File: src/rtl/addsub_arbiter.sv
// addsub_arbiter: round-robin sequencer sharing one registered add/sub unit among four requesters
module addsub_arbiter #(
    parameter int DATA_WIDTH = 16,
    parameter int NUM_REQ    = 4
) (
    input  logic                          clk,
    input  logic                          rst_n,
    input  logic [NUM_REQ-1:0]            req_valid,
    output logic [NUM_REQ-1:0]            req_ready,
    input  logic [NUM_REQ*DATA_WIDTH-1:0] req_a,
    input  logic [NUM_REQ*DATA_WIDTH-1:0] req_b,
    input  logic [NUM_REQ-1:0]            req_op,
    output logic [DATA_WIDTH-1:0]         add_a,
    output logic [DATA_WIDTH-1:0]         add_b,
    output logic                          add_op,
    input  logic [DATA_WIDTH-1:0]         add_data,
    input  logic                          add_over,
    output logic                          rsp_valid,
    input  logic                          rsp_ready,
    output logic [1:0]                    rsp_id,
    output logic [DATA_WIDTH-1:0]         rsp_data,
    output logic                          rsp_over,
    output logic                          busy
);
    typedef enum logic [1:0] {IDLE, EXEC, CAPT, RESP} state_t;

    state_t                  state_q, state_d;
    logic [1:0]              ptr_q, ptr_d;
    logic [1:0]              grant_id, cand;
    logic                    grant_valid;
    logic [DATA_WIDTH-1:0]   add_a_q, add_a_d, add_b_q, add_b_d;
    logic                    add_op_q, add_op_d;
    logic [1:0]              rsp_id_q, rsp_id_d;
    logic [DATA_WIDTH-1:0]   rsp_data_q, rsp_data_d;
    logic                    rsp_over_q, rsp_over_d;

    // Pick the first valid requester at or after the rotating pointer; the lowest offset wins
    always_comb begin
        grant_valid = 1'b0;
        grant_id    = 2'd0;
        cand        = 2'd0;
        for (int k = NUM_REQ - 1; k >= 0; k--) begin
            cand = ptr_q + k[1:0];
            if (req_valid[cand]) begin
                grant_valid = 1'b1;
                grant_id    = cand;
            end
        end
    end

    assign req_ready = (rst_n && state_q == IDLE && grant_valid) ? NUM_REQ'(1) << grant_id : '0;
    assign add_a     = add_a_q;
    assign add_b     = add_b_q;
    assign add_op    = add_op_q;
    assign rsp_valid = state_q == RESP;
    assign rsp_id    = rsp_id_q;
    assign rsp_data  = rsp_data_q;
    assign rsp_over  = rsp_over_q;
    assign busy      = state_q != IDLE;

    // Sequence one operation at a time: accept, let the adder register operands, capture, respond
    always_comb begin
        state_d    = state_q;
        ptr_d      = ptr_q;
        add_a_d    = add_a_q;
        add_b_d    = add_b_q;
        add_op_d   = add_op_q;
        rsp_id_d   = rsp_id_q;
        rsp_data_d = rsp_data_q;
        rsp_over_d = rsp_over_q;
        case (state_q)
            IDLE: if (grant_valid) begin
                state_d  = EXEC;
                ptr_d    = grant_id + 2'd1;
                add_a_d  = req_a[grant_id*DATA_WIDTH +: DATA_WIDTH];
                add_b_d  = req_b[grant_id*DATA_WIDTH +: DATA_WIDTH];
                add_op_d = req_op[grant_id];
                rsp_id_d = grant_id;
            end
            EXEC: state_d = CAPT;
            CAPT: begin
                rsp_data_d = add_data;
                rsp_over_d = add_over;
                state_d    = RESP;
            end
            RESP: state_d = rsp_ready ? IDLE : RESP;
            default: state_d = IDLE;
        endcase
    end

    // State and datapath registers; reset drops any in-flight operation without a response
    always_ff @(posedge clk) begin
        if (!rst_n) begin
            state_q    <= IDLE;
            ptr_q      <= 2'd0;
            add_a_q    <= '0;
            add_b_q    <= '0;
            add_op_q   <= 1'b0;
            rsp_id_q   <= 2'd0;
            rsp_data_q <= '0;
            rsp_over_q <= 1'b0;
        end else begin
            state_q    <= state_d;
            ptr_q      <= ptr_d;
            add_a_q    <= add_a_d;
            add_b_q    <= add_b_d;
            add_op_q   <= add_op_d;
            rsp_id_q   <= rsp_id_d;
            rsp_data_q <= rsp_data_d;
            rsp_over_q <= rsp_over_d;
        end
    end
endmodule

File: config.mk
export PLATFORM = sky130hd
export DESIGN_NAME = addsub_arbiter
export DESIGN_NICKNAME = d
export VERILOG_FILES = /design/src/rtl/addsub_arbiter.sv
export SDC_FILE = /design/constraint.sdc
export NUM_CORES = 1
export LEC_CHECK = 0
export ABC_AREA = 0
export CAP_MARGIN = 10
export CORE_MARGIN = 2
export CORE_UTILIZATION = 33
export CTS_BUF_LIST = sky130_fd_sc_hd__clkbuf_2
export DETAILED_ROUTE_END_ITERATION = 16
export PLACE_DENSITY_LB_ADDON = 0.05
export SLEW_MARGIN = 10
export SYNTH_ARGS = -nofsm -noshare
export SYNTH_HDL_FRONTEND = slang
export SYNTH_SLANG_ARGS = --single-unit
File: constraint.sdc
create_clock -name clk -period 1.7 [get_ports clk]
set_input_delay 0.17 -clock clk [delete_from_list [all_inputs] [get_ports clk]]
set_output_delay 0.17 -clock clk [all_outputs]
set_load 0.01 [all_outputs]
Word level (Yosys, flattened, before mapping)

Cells that the tools add are included.

Flip-flop bits (word level): 56
Input port bits: 156
Output and inout bits: 58
Word-level logic and storage cells: 51

Add/subtract/negate cells: 4
Magnitude comparators: 5
Eq/ne operators: 4
Shifts and indexed selects: 3
Muxes and demuxes: 22
Reduce and logical (&&, ||, !) cells: 5

Operators by type and width:

| cell                                                                 | count |
|---|---|
| 64-bit by 7-bit variable part select with 16-bit output              | 2 |
| 2-bit by 3-bit < comparator with 1-bit output, second input constant | 5 |
| 2-bit 2-to-1 mux                                                     | 6 |
| 1-bit binary-select mux with 2-bit select                            | 5 |
| 1-bit 2-to-1 mux                                                     | 9 |
| 2-bit one-hot mux with 4 select lines                                | 1 |
| 2-bit by 1-bit adder with 2-bit output, second input constant        | 2 |
| 2-bit adder, second input constant                                   | 2 |
| 2-bit == test, second input constant                                 | 2 |
| 4-bit 2-to-1 mux                                                     | 1 |
| 1-bit by 2-bit << shifter with 4-bit output, first input constant    | 1 |
| 2-bit by 1-bit == test with 1-bit output, second input constant      | 1 |
| 1-bit logical AND                                                    | 2 |
| 2-bit logical NOT                                                    | 1 |
| 2-bit inequality test, second input constant                         | 1 |
| 2-bit AND reduction                                                  | 1 |
| 2-bit nonzero test                                                   | 1 |

Logic depth before layout (Yosys ltp)

Word-level depth: 9
Depth in mapped cells: 8
Depth with buffers taken out: 5

Worst setup path before layout

OpenSTA, ideal clock, no wires.

Path kind: register to register
Start: reg ptr_q[1]
End: reg add_a_q[3], in the netlist add_a[3]
Library setup time: 86 ps
Data arrival time: 1719 ps
Data required time: 1614 ps
Slack: -105 ps
Cell stages (with the launch flop): 9
Path buffers: 3
Clock period less this slack: 1805 ps
Cells stage by stage: dfxtp_1 -> mux2i_1 -> nor2_1 -> or3_1 -> buf_2 -> buf_6 -> buf_4 -> mux2i_1 -> a221oi_2

Longest elaborated chain between the ends: 8
Elaborated cells between the ends (all ways): 21
Those cells by class: add/sub (3); shift (1); mux (16); reduce/logical (1)

RTL lines:

| element                                                                                               | RTL line | source |
|---|---|---|
| from (decl)                                                                                           | 28       | `logic [1:0] ptr_q, ptr_d;` |
| from (signal assigned)                                                                                | 104      | `ptr_q <= ptr_d;` |
| 2-bit adder                                                                                           | 43       | `cand = ptr_q + k[1:0];` |
| 1-bit binary-select mux with 2-bit select                                                             | 44       | `if (req_valid[cand]) begin` |
| 1-bit 2-to-1 mux (implied by the code)                                                                | 44       |  |
| 2-bit 2-to-1 mux / 1-bit 2-to-1 mux (equally long branches) (4 in series)                             | 44       |  |
| 64-bit by 7-bit variable part select with 16-bit output / 2-bit AND reduction (equally long branches) | --       |  |
| to (signal assigned)                                                                                  | 96       | `add_a_q <= '0;` |
| to (signal assigned)                                                                                  | 105      | `add_a_q <= add_a_d;` |
| to (decl)                                                                                             | 31       | `logic [DATA_WIDTH-1:0] add_a_q, add_a_d, add_b_q, add_b_d;` |

Parallel ways exist; a longest one is shown, timed or not. The select of a mux whose other input is x is not followed.
A chain may end at the register's enable or synchronous reset.

Final worst setup path

Start: reg ptr_q[1]
End: reg add_a_q[11], in the netlist add_a[11]

Same word-level chain as after synthesis.

==> results.py <==
metrics = {
    "global_routing": {
        "grt_pass1_vias": 3252,
        "grt-busiest-layer": "met2",
        "grt_pass1_wl_um": 16400,
        "grt_util_met2_pct": 35.7,
        "met1_usage_pct": 23.3,
        "grt_use_met3_pct": 6.17,
        "gr-total-overflow": 0,
        "grt_max_degree": 56,
        "grt_usage_pct": 20.3,
        "antenna_found_initial": 0,
    },
    "critical_path": {
        "worstSetupEndpointType": "register",
        "path_class": "register to register",
        "cp.buffers_inverters": 3,
        "worstPathArrival_ns": 2.30,
        "slowest_stage": "dfxtp_4",
        "startpoint_type": "register",
        "r2r_setup_slack_ns": -0.27,
        "worstReg2RegStart": "ptr_q[1]",
        "critPathRequiredTime_ns": 2.03,
        "crit_chain": "buf_6, nand2b_4, a21oi_2, or3_4, buf_4, clkbuf_16, mux2i_1, a221oi_1",
        "max_stage_delay_ns": 0.42,
        "r2r_cells": 8,
        "rr_endpoint": "add_a[11]",
        "crit_family": "buffers and inverters",
        "critPathMaxFanout": 11,
    },
    "route": {
        "wl_per_cell_um": 17.5,
        "drt-total-wl_um": 11200,
        "drtIter0Drc": 55,
        "vias_per_cell": 5.09,
        "postRouteAntennaNets": 0,
        "via_count": 3270,
        "post-route-drc-count": 0,
        "firstDrtPassIters": 4,
    },
    "logic_synthesis": {
        "yosysMostFrequentCell": "mux2i_1",
        "synth_ff_type": "dfxtp_1",
        "syn_nets": 466,
        "synth_top_area_cell": "dfxtp_1",
        "synth_top_area_share_pct": 36.1,
        "syn_area_um2": 3110,
        "synth_area_leaders": "dfxtp_1 (36%), mux2i_1 (22%), a221oi_2 (14%)",
        "ys_seq_elements": 56,
        "postSynthAreaPerCell_um2": 10.0,
        "synth_cell_type_count": 26,
        "synth_cells": 310,
        "ys_seq_area_share_pct": 36.1,
        "synth_edf_count": 0,
        "yosysWarnings": 0,
        "async_flop_share_pct": 0,
        "synth_common_cells": "mux2i_1 (67), dfxtp_1 (56), nand2_1 (38)",
    },
    "placement": {
        "place_congestion": 0.774,
        "io_buffers": 213,
        "dpl.hpwl_um": 7750,
        "dpl_worst_slack_ns": -0.692,
        "dpl_cell_area_um2": 5350,
    },
    "timing": {
        "final-setup-viol-count": 38,
        "fin_crit_sh_pct": 116,
        "rsz0062_at_grt": "true",
        "finalHoldViolations": 0,
        "timing.fmax_ghz": 0.508,
        "maxSlewViolCount": 0,
        "slew-limit-headroom_pct": 60.1,
        "finClkSkew_ns": 0.0322,
        "setup_slack_ns": -0.270,
        "post-route-min-period_ns": 1.97,
        "tightestPinTransition_ns": 0.599,
    },
    "clock_network": {
        "path_clk_slew_ns": 0.29,
        "insertion_delay_ns": 0.45,
        "cts_buffers": 5,
        "clk_path_buf_depth": 2,
        "cts_root_buf": "clkbuf_2",
        "h-tree-depth": 2,
        "cts_tree": "built",
        "cts_num_sinks": 56,
    },
    "die": {
        "io_pins": 214,
        "die_y_um": 101,
        "rows": 35,
        "die_x_um": 101,
        "dieArea_um2": 10200,
        "initial_core_util_pct": 33.8,
        "coreArea_um2": 9200,
    },
    "finish": {
        "drive_gt1_share_pct": 18.1,
        "n_antenna_cell": 0,
        "area_delta_synth_final_pct": 82.6,
        "fin_area_um2": 5670,
        "final_core_util_pct": 61.7,
        "nNetsFinal": 686,
    },
    "min_path": {
        "hold_depth": 3,
        "min_to": "rsp_data[15]",
        "hold_class": "primary input to register",
        "hold_start": "add_data[15]",
    },
    "status": {
        "violations": "setup timing",
        "status": "complete, but fails checks",
    },
    "power_and_ir_drop": {
        "p_per_area_nw_per_um2": 740,
        "leakagePower_uw": 0.00234,
        "ir_drop_mv": 0.389,
    },
    "job": {
        "max_cap_viol_count": 0,
    },
}
## stage by stage
step	std cells	total power, uW	TNS, ns	hold WS [ns]
floorplan	310	2510	-0.475	0.258
global placement	623	3320	-21.73	0.449
detailed placement	623	3340	-23.52	0.457
CTS	639	4140	-9.12	0.206
global route	642	4420	-11.77	0.221
finish	642	4200	-8.09	0.221
## kinds of logic (layout without fill, tap and decap cells)
family | Yosys count | in the layout | synth area share [%]
AND/OR/NAND/NOR | 58 | 58 | 8.46
AO/OA/AOI/OAI | 96 | 96 | 27.2
XOR/XNOR | 1 | 1 | 0.282
multiplexers | 67 | 67 | 21.6
flip-flops | 56 | 56 | 36.1
buffers and inverters | 32 | 253 | 6.40
## registers in the layout, indices dropped and copies added, names as in the netlist
register and cells:
add_a 16, rsp_data 16, add_b 16, add_op 1
rsp_over 1, state_q 2, rsp_id 2, ptr_q 2
## worst min-delay path, stage by stage
cell and delay [ns]:
clkdlybuf4s50_1 0.39, nand2_1 0.05, a21boi_0 0.06
## layer usage
| layer | routed length (um) | vias to the layer above |
|---|---|---|
| met5 | 0 | - |
| met3 | 1000 | 15 |
| li1 | - | 1588 |
| met4 | 224 | 0 |
| met2 | 5530 | 135 |
| met1 | 4490 | 1532 |
## worst max-delay path by stage
stage                         to  slack, ns  cells past startpoint          from
floorplan               add_a[0]      -0.02                      7      ptr_q[1]
global placement    req_ready[1]      -0.66                      6  req_valid[0]
detailed placement  req_ready[0]      -0.69                      6  req_valid[0]
CTS                 req_ready[2]      -0.31                      5      ptr_q[1]
global route        req_ready[0]      -0.36                      5      ptr_q[1]
finish                 add_a[11]      -0.27                      8      ptr_q[1]
## power breakdown
| part | internal, uW | total (uW) | leakage (uW) | switching, uW |
|---|---|---|---|---|
| clock network | 253 | 678 | 0.0000430 | 426 |
| registers | 1480 | 1560 | 0.000464 | 82.9 |
| logic | 1110 | 1960 | 0.00184 | 847 |
| total | 2850 | 4200 | 0.00234 | 1360 |
## layout by cell type (no fill, tap or decap), types with 2 or more instances in the layout
cell type	synthesis	final
a21boi_0	18	18
a21oi_1	6	4
a21oi_2	0	2
a221oi_2	30	32
and2_1	4	3
and3_1	4	2
and3_4	0	2
buf_16	0	2
buf_2	9	3
buf_4	1	19
buf_6	2	3
clkbuf_16	0	3
clkbuf_2	0	6
clkdlybuf4s50_1	0	204
dfxtp_1	56	53
dfxtp_2	0	2
dlygate4sd2_1	0	4
inv_1	4	3
mux2i_1	67	60
mux2i_2	0	7
nand2_1	38	38
nor2_1	5	3
o21a_1	2	2
o21ai_0	35	35
## layout make-up
| cell class | instances | area [um2] |
|---|---|---|
| clock buffers | 6 | 30.0 |
| multi-input cells | 222 | 1880 |
| inverters | 4 | 15.0 |
| clock inverters | 2 | 35.0 |
| well taps | 111 | 139 |
| repair buffers | 241 | 2440 |
| flip-flops and latches | 56 | 1130 |
| fillers | 813 | 3520 |
## repair_timing
item                                    CTS  global route
endpoints found under the hold margin     1             0
setup buffers                             6             0
endpoints found under the setup margin   40            39
gates resized for setup                  41            11
hold buffers                              1             0
cloned                                    1             3
pin swaps                                 6             6
(Power assumes the default switching activity.)
